### src/rtl/crc_frame_engine_if.sv
// Beat and result signals between the link framer and the CRC frame engine.
// The framer side drives beats; the engine side returns results and status.
interface crc_frame_engine_if #(
    parameter int CRC_W  = 16,
    parameter int DATA_W = 16
);
    logic                  crc_sop;
    logic                  crc_eop;
    logic                  crc_din_vld;
    logic [DATA_W-1:0]     crc_din;
    logic [DATA_W/8-1:0]   crc_be;
    logic                  crc_chk_en;
    logic [CRC_W-1:0]      crc_ref;
    logic [CRC_W-1:0]      crc_dout;
    logic                  crc_done;
    logic                  crc_err;
    logic                  crc_busy;
    logic                  crc_seq_err;

    modport master (
        output crc_sop, crc_eop, crc_din_vld, crc_din, crc_be, crc_chk_en, crc_ref,
        input  crc_dout, crc_done, crc_err, crc_busy, crc_seq_err
    );

    modport slave (
        input  crc_sop, crc_eop, crc_din_vld, crc_din, crc_be, crc_chk_en, crc_ref,
        output crc_dout, crc_done, crc_err, crc_busy, crc_seq_err
    );
endinterface

### src/rtl/crc_frame_engine.sv
// Frame-aware reflected CRC engine: one beat per cycle, unrolled across all byte lanes,
// with frame sequencing checks and optional compare against a received CRC.
module crc_frame_engine #(
    parameter int               CRC_W  = 16,
    parameter int               DATA_W = 16,
    parameter logic [CRC_W-1:0] POLY   = 16'h1021,
    parameter logic [CRC_W-1:0] INIT   = 16'hFFFF,
    parameter logic [CRC_W-1:0] XOROUT = 16'h0000
) (
    input  logic                 clk_sys,
    input  logic                 rst_sys,
    crc_frame_engine_if.slave    link
);
    localparam int LANES = DATA_W / 8;

    function automatic logic [CRC_W-1:0] reflect(input logic [CRC_W-1:0] v);
        logic [CRC_W-1:0] r;
        for (int i = 0; i < CRC_W; i++) begin
            r[i] = v[CRC_W-1-i];
        end
        return r;
    endfunction

    localparam logic [CRC_W-1:0] POLY_REF = reflect(POLY);

    // Bytes enter lane 0 first, each byte LSB-first through the right-shifting LFSR.
    function automatic logic [CRC_W-1:0] crc_update(
        input logic [CRC_W-1:0]  seed,
        input logic [DATA_W-1:0] data,
        input logic [LANES-1:0]  mask
    );
        logic [CRC_W-1:0] c;
        logic             fb;
        c = seed;
        for (int k = 0; k < LANES; k++) begin
            if (mask[k]) begin
                for (int b = 0; b < 8; b++) begin
                    fb = c[0] ^ data[8*k + b];
                    c  = c >> 1;
                    if (fb) c = c ^ POLY_REF;
                end
            end
        end
        return c;
    endfunction

    typedef enum logic {IDLE, RUN} state_t;

    state_t             state;
    logic [CRC_W-1:0]   crc_reg;
    logic [CRC_W-1:0]   dout_q;
    logic               done_q;
    logic               err_q;
    logic               busy_q;
    logic               seq_err_q;

    logic [LANES-1:0]   lane_mask;
    logic               run;
    logic               be_err;
    logic [CRC_W-1:0]   seed;
    logic [CRC_W-1:0]   beat_crc;
    logic [CRC_W-1:0]   final_crc;

    // Only the contiguous run of lanes from lane 0 counts on an eop beat; earlier beats are always full.
    always_comb begin
        run       = 1'b1;
        lane_mask = '0;
        for (int k = 0; k < LANES; k++) begin
            run          = run & link.crc_be[k];
            lane_mask[k] = run;
        end
        if (link.crc_eop) begin
            be_err = (link.crc_be != lane_mask) || (lane_mask == '0);
        end else begin
            be_err    = (link.crc_be != '1);
            lane_mask = '1;
        end
        seed      = link.crc_sop ? INIT : crc_reg;
        beat_crc  = crc_update(seed, link.crc_din, lane_mask);
        final_crc = beat_crc ^ XOROUT;
    end

    always_ff @(posedge clk_sys or negedge rst_sys) begin
        if (!rst_sys) begin
            state     <= IDLE;
            crc_reg   <= INIT;
            dout_q    <= '0;
            done_q    <= 1'b0;
            err_q     <= 1'b0;
            busy_q    <= 1'b0;
            seq_err_q <= 1'b0;
        end else begin
            done_q    <= 1'b0;
            seq_err_q <= 1'b0;
            if (link.crc_din_vld) begin
                seq_err_q <= be_err || (state == IDLE && !link.crc_sop)
                                    || (state == RUN && link.crc_sop);
                // A sop always restarts from INIT, abandoning any frame in flight.
                if (link.crc_sop || state == RUN) begin
                    if (link.crc_eop) begin
                        dout_q  <= final_crc;
                        err_q   <= link.crc_chk_en && (final_crc != link.crc_ref);
                        done_q  <= 1'b1;
                        state   <= IDLE;
                        busy_q  <= 1'b0;
                        crc_reg <= INIT;
                    end else begin
                        crc_reg <= beat_crc;
                        state   <= RUN;
                        busy_q  <= 1'b1;
                    end
                end
            end
        end
    end

    assign link.crc_dout    = dout_q;
    assign link.crc_done    = done_q;
    assign link.crc_err     = err_q;
    assign link.crc_busy    = busy_q;
    assign link.crc_seq_err = seq_err_q;
endmodule

### src/flat_wrapper.sv
// flat-port wrapper written by rule: the top's interface ports become plain ports
module crc_frame_engine_flat 
#(
    parameter int               CRC_W  = 16,
    parameter int               DATA_W = 16,
    parameter logic [CRC_W-1:0] POLY   = 16'h1021,
    parameter logic [CRC_W-1:0] INIT   = 16'hFFFF,
    parameter logic [CRC_W-1:0] XOROUT = 16'h0000
)
  (clk_sys, rst_sys, link_crc_sop, link_crc_eop, link_crc_din_vld, link_crc_din, link_crc_be, link_crc_chk_en, link_crc_ref, link_crc_dout, link_crc_done, link_crc_err, link_crc_busy, link_crc_seq_err);
  crc_frame_engine_if #(.CRC_W(CRC_W), .DATA_W(DATA_W)) link_i ();
  input  logic clk_sys;
  input  logic rst_sys;
  input wire logic [$bits(link_i.crc_sop)-1:0] link_crc_sop;
  input wire logic [$bits(link_i.crc_eop)-1:0] link_crc_eop;
  input wire logic [$bits(link_i.crc_din_vld)-1:0] link_crc_din_vld;
  input wire logic [$bits(link_i.crc_din)-1:0] link_crc_din;
  input wire logic [$bits(link_i.crc_be)-1:0] link_crc_be;
  input wire logic [$bits(link_i.crc_chk_en)-1:0] link_crc_chk_en;
  input wire logic [$bits(link_i.crc_ref)-1:0] link_crc_ref;
  output wire logic [$bits(link_i.crc_dout)-1:0] link_crc_dout;
  output wire logic [$bits(link_i.crc_done)-1:0] link_crc_done;
  output wire logic [$bits(link_i.crc_err)-1:0] link_crc_err;
  output wire logic [$bits(link_i.crc_busy)-1:0] link_crc_busy;
  output wire logic [$bits(link_i.crc_seq_err)-1:0] link_crc_seq_err;
  assign link_i.crc_sop = link_crc_sop;
  assign link_i.crc_eop = link_crc_eop;
  assign link_i.crc_din_vld = link_crc_din_vld;
  assign link_i.crc_din = link_crc_din;
  assign link_i.crc_be = link_crc_be;
  assign link_i.crc_chk_en = link_crc_chk_en;
  assign link_i.crc_ref = link_crc_ref;
  assign link_crc_dout = link_i.crc_dout;
  assign link_crc_done = link_i.crc_done;
  assign link_crc_err = link_i.crc_err;
  assign link_crc_busy = link_i.crc_busy;
  assign link_crc_seq_err = link_i.crc_seq_err;
  crc_frame_engine #(.CRC_W(CRC_W), .DATA_W(DATA_W), .POLY(POLY), .INIT(INIT), .XOROUT(XOROUT)) u_core (.clk_sys(clk_sys), .rst_sys(rst_sys), .link(link_i));
endmodule
### config.mk
export PLATFORM = sky130hd
export DESIGN_NAME = crc_frame_engine_flat
export DESIGN_NICKNAME = d
export VERILOG_FILES = /design/src/rtl/crc_frame_engine_if.sv /design/src/rtl/crc_frame_engine.sv /design/src/flat_wrapper.sv
export SDC_FILE = /design/constraint.sdc
export NUM_CORES = 1
export LEC_CHECK = 0
export CAP_MARGIN = 20
export CORE_UTILIZATION = 30
export DETAILED_ROUTE_END_ITERATION = 7
export PLACE_DENSITY = 0.52
export SYNTH_ARGS = -nofsm -noshare
export SYNTH_HDL_FRONTEND = slang
export SYNTH_SLANG_ARGS = --single-unit
### constraint.sdc
create_clock -name clk_sys -period 3.2 [get_ports clk_sys]
set_input_delay 0.8 -clock clk_sys [delete_from_list [all_inputs] [get_ports clk_sys]]
set_output_delay 0.8 -clock clk_sys [all_outputs]
set_load 0.01 [all_outputs]
==> qor.yml <==
status:
  status: "finished with violations"
  violations: "negative setup slack"
worst_setup_path:
  end_kind: "flop"
  cp_top_family: "simple AND/OR/NAND/NOR gates"
  cp-start-kind: "primary input"
  crit_fanout: 5
  cpMostUsedCell: "buf_6"
  r2r_start: "u_core.crc_reg[2]"
  crit_cells: 14
  max_stage_delay_ns: 0.52
  critPathBufInv: 4
  cp.required_ns: 3.38
  critPathLaunch: "link_crc_be[0]"
  r2r_setup_slack_ns: -0.26
  rr_worst_depth: 11
  critical_path_arrival_ns: 3.69
  criticalPathCategory: "in2reg"
  slowest_stage: "or4_4"
  r2r_end: "u_core.link.crc_err"
  worstPathCellList: "buf_2, buf_6, nor2b_4, buf_6, a211o_1, o311ai_4, buf_6, xnor2_4, xnor2_2, xor2_1, o31ai_1, or4_4, or4_4, o31a_1"
yosys:
  syn_area_mm2: 0.00339
  ys.flop_type: "dfrtp_1"
  yosys.area.top_type: "dfrtp_1"
  avgSynthCellArea_um2: 8.80
  synth_common_cells: "xnor2_1 (50), nor2_1 (43), a21oi_1 (30)"
  yosysSeqAreaShare: 0.272
  yosysMostFrequentCell: "xnor2_1"
  ys_ff_latch: 36
  synth-edff-count: 0
  yosysWarnings: 0
  yosysUniqueCellTypes: 70
  postSynthCellCount: 385
  synth_fp_nets: 425
  yosysTopAreaCellShare: 0.148
  async_flop_share: 1.00
  synth_area_leaders: "dfrtp_1 (15%), xnor2_1 (13%), dfstp_2 (12%), xor2_1 (5.2%), nor2_1 (4.8%)"
finish:
  nets: 598
  drive_gt1_frac: 0.433
  diodes: 0
  flow.area_growth_from_synthesis_pct: 65.0
  final_cells: 699
floorplanning:
  die_h_um: 108
  row_count: 38
  die_w_um: 108
  initial_utilization: 0.310
  ios: 60
  die-area_mm2: 0.0117
  core_area_mm2: 0.0109
pwr:
  total_power_mw: 5.19
  power_density_mw_per_mm2: 928
  vdd_drop_max_v: 0.000465
  p_leak_nw: 2.34
clock_tree:
  root_buffer: "clkbuf_16"
  cts_made_buffers: 5
  clk_latency_ns: 0.29
  hold_buffers: 0
  htreeDepth: 2
  clkTransAtPathRegs_ns: 0.07
  cts_sinks: 36
  cts_tree: "built"
  clock_path_buffers: 2
drt:
  firstDrtPassIters: 4
  wl_mm: 11.3
  wl_per_cell_um: 16.2
  route.detailed.drc: 0
  ant_nets: 0
  vias: 3484
  via_per_inst: 4.98
  first_iter_violations: 127
placement:
  routabilityCongestion: 0.892
  place_hpwl_mm: 8.71
  dp.cells: 666
  pre_cts_ws_ns: -1.19
  portBuffers: 59
global_routing:
  antenna_found_initial: 0
  grt_use_total: 0.200
  grt_max_degree: 37
  grt_pass1_wl_mm: 17.9
  grt_pass1_vias: 3570
  overflow: 0
sta:
  setup_viol: 1
  skew_ns: 0.00835
  fmax_ghz: 0.285
  maxSlewViolCount: 0
  hold_viol_final: 0
  tightest_slew_ns: 0.888
  fin_crit_sh: 1.10
  layout_setup_ws_ns: -0.310
  rsz0062_at_grt: "yes"
  period_minus_slack_ns: 3.51
  slew_headroom: 0.408
worst_hold_path:
  min-delay-start: "u_core.link.crc_dout[12]"
  min_to: "u_core.link.crc_dout[12]"
  whs_path_depth: 2
  hold_path_class: "reg2reg"
run:
  drv_cap: 0
## worst reg2reg max path, delay by kind of cell, from the launching register on
family / cells / cell delay, ns
xor+xnor: 2 / 0.31
simple gates: 5 / 1.84
flops: 1 / 0.58
compound gates: 3 / 0.45
buf+inv: 1 / 0.17
## layer usage
layer / vias to the layer above / GRT usage / part of all wire
met3: 17 / 0.0277 / 0.055
met4: 0 / 0.0695 / 0.025
li1: 1710 / - / -
met5: - / 0 / 0
met1: 1665 / 0.258 / 0.43
met2: 92 / 0.342 / 0.49
## layout by cell type, fill, tap and decap left out, types with 6 or more instances in the layout
cell type,instances
a21oi_1,28
xnor2_2,9
nand2_1,27
dfrtp_1,20
clkdlybuf4s50_1,45
xnor2_1,41
nand4_1,7
o211ai_1,8
xnor2_4,6
dfstp_2,16
o21ai_0,22
buf_4,121
xor2_1,17
buf_6,13
buf_2,7
nor2_1,42
## layout make-up
type | instances | area [um^2]
multi-input cells | 319 | 2690
fillers | 1031 | 5340
clock inverters | 3 | 46.3
clock buffers | 5 | 125
flip-flops and latches | 36 | 921
inverters | 4 | 17.5
repair buffers | 192 | 1620
well taps | 140 | 175
## power by group
part	internal, mW	switching (mW)
combinational	2.03	1.68
sequential	0.710	0.169
clock	0.371	0.224
total	3.11	2.07
## metrics by stage
step | hold WS [ns] | setup TNS (ns) | util | area, um^2
2_1_floorplan | 0.492 | -0.269 | - | 3430
3_3_place_gp | 0.467 | -6.05 | 0.442 | 4830
6_report | 0.480 | -0.310 | 0.511 | 5590
5_1_grt | 0.520 | -0.399 | 0.511 | 5590
4_1_cts | 0.487 | -0.453 | 0.484 | 5290
3_5_place_dp | 0.473 | -5.74 | 0.442 | 4830
## worst max-delay path by stage
stage | end | slack (ns)
finish | u_core.link.crc_err | -0.31
global placement | u_core.link.crc_err | -1.15
CTS | u_core.link.crc_err | -0.45
floorplan | u_core.link.crc_err | -0.27
global route | u_core.link.crc_err | -0.40
detailed placement | u_core.link.crc_err | -1.19
## what timing repair did
action / in CTS / in global routing
cloned: 0 / 0
resized for setup: 73 / 59
setup endpoints to repair: 6 / 1
buffers inserted: 15 / 10
pin swaps: 26 / 38
## cell families (layout without fill, tap and decap cells)
group           Yosys count  in the layout  share of synthesized area
mux                       6              6                     0.0188
flops                    36             36                      0.272
simple gates            131            131                      0.202
buf+inv                  30            204                     0.0550
xor+xnor                 81             81                      0.243
compound gates          101            101                      0.210
(Power assumes the default switching activity.)
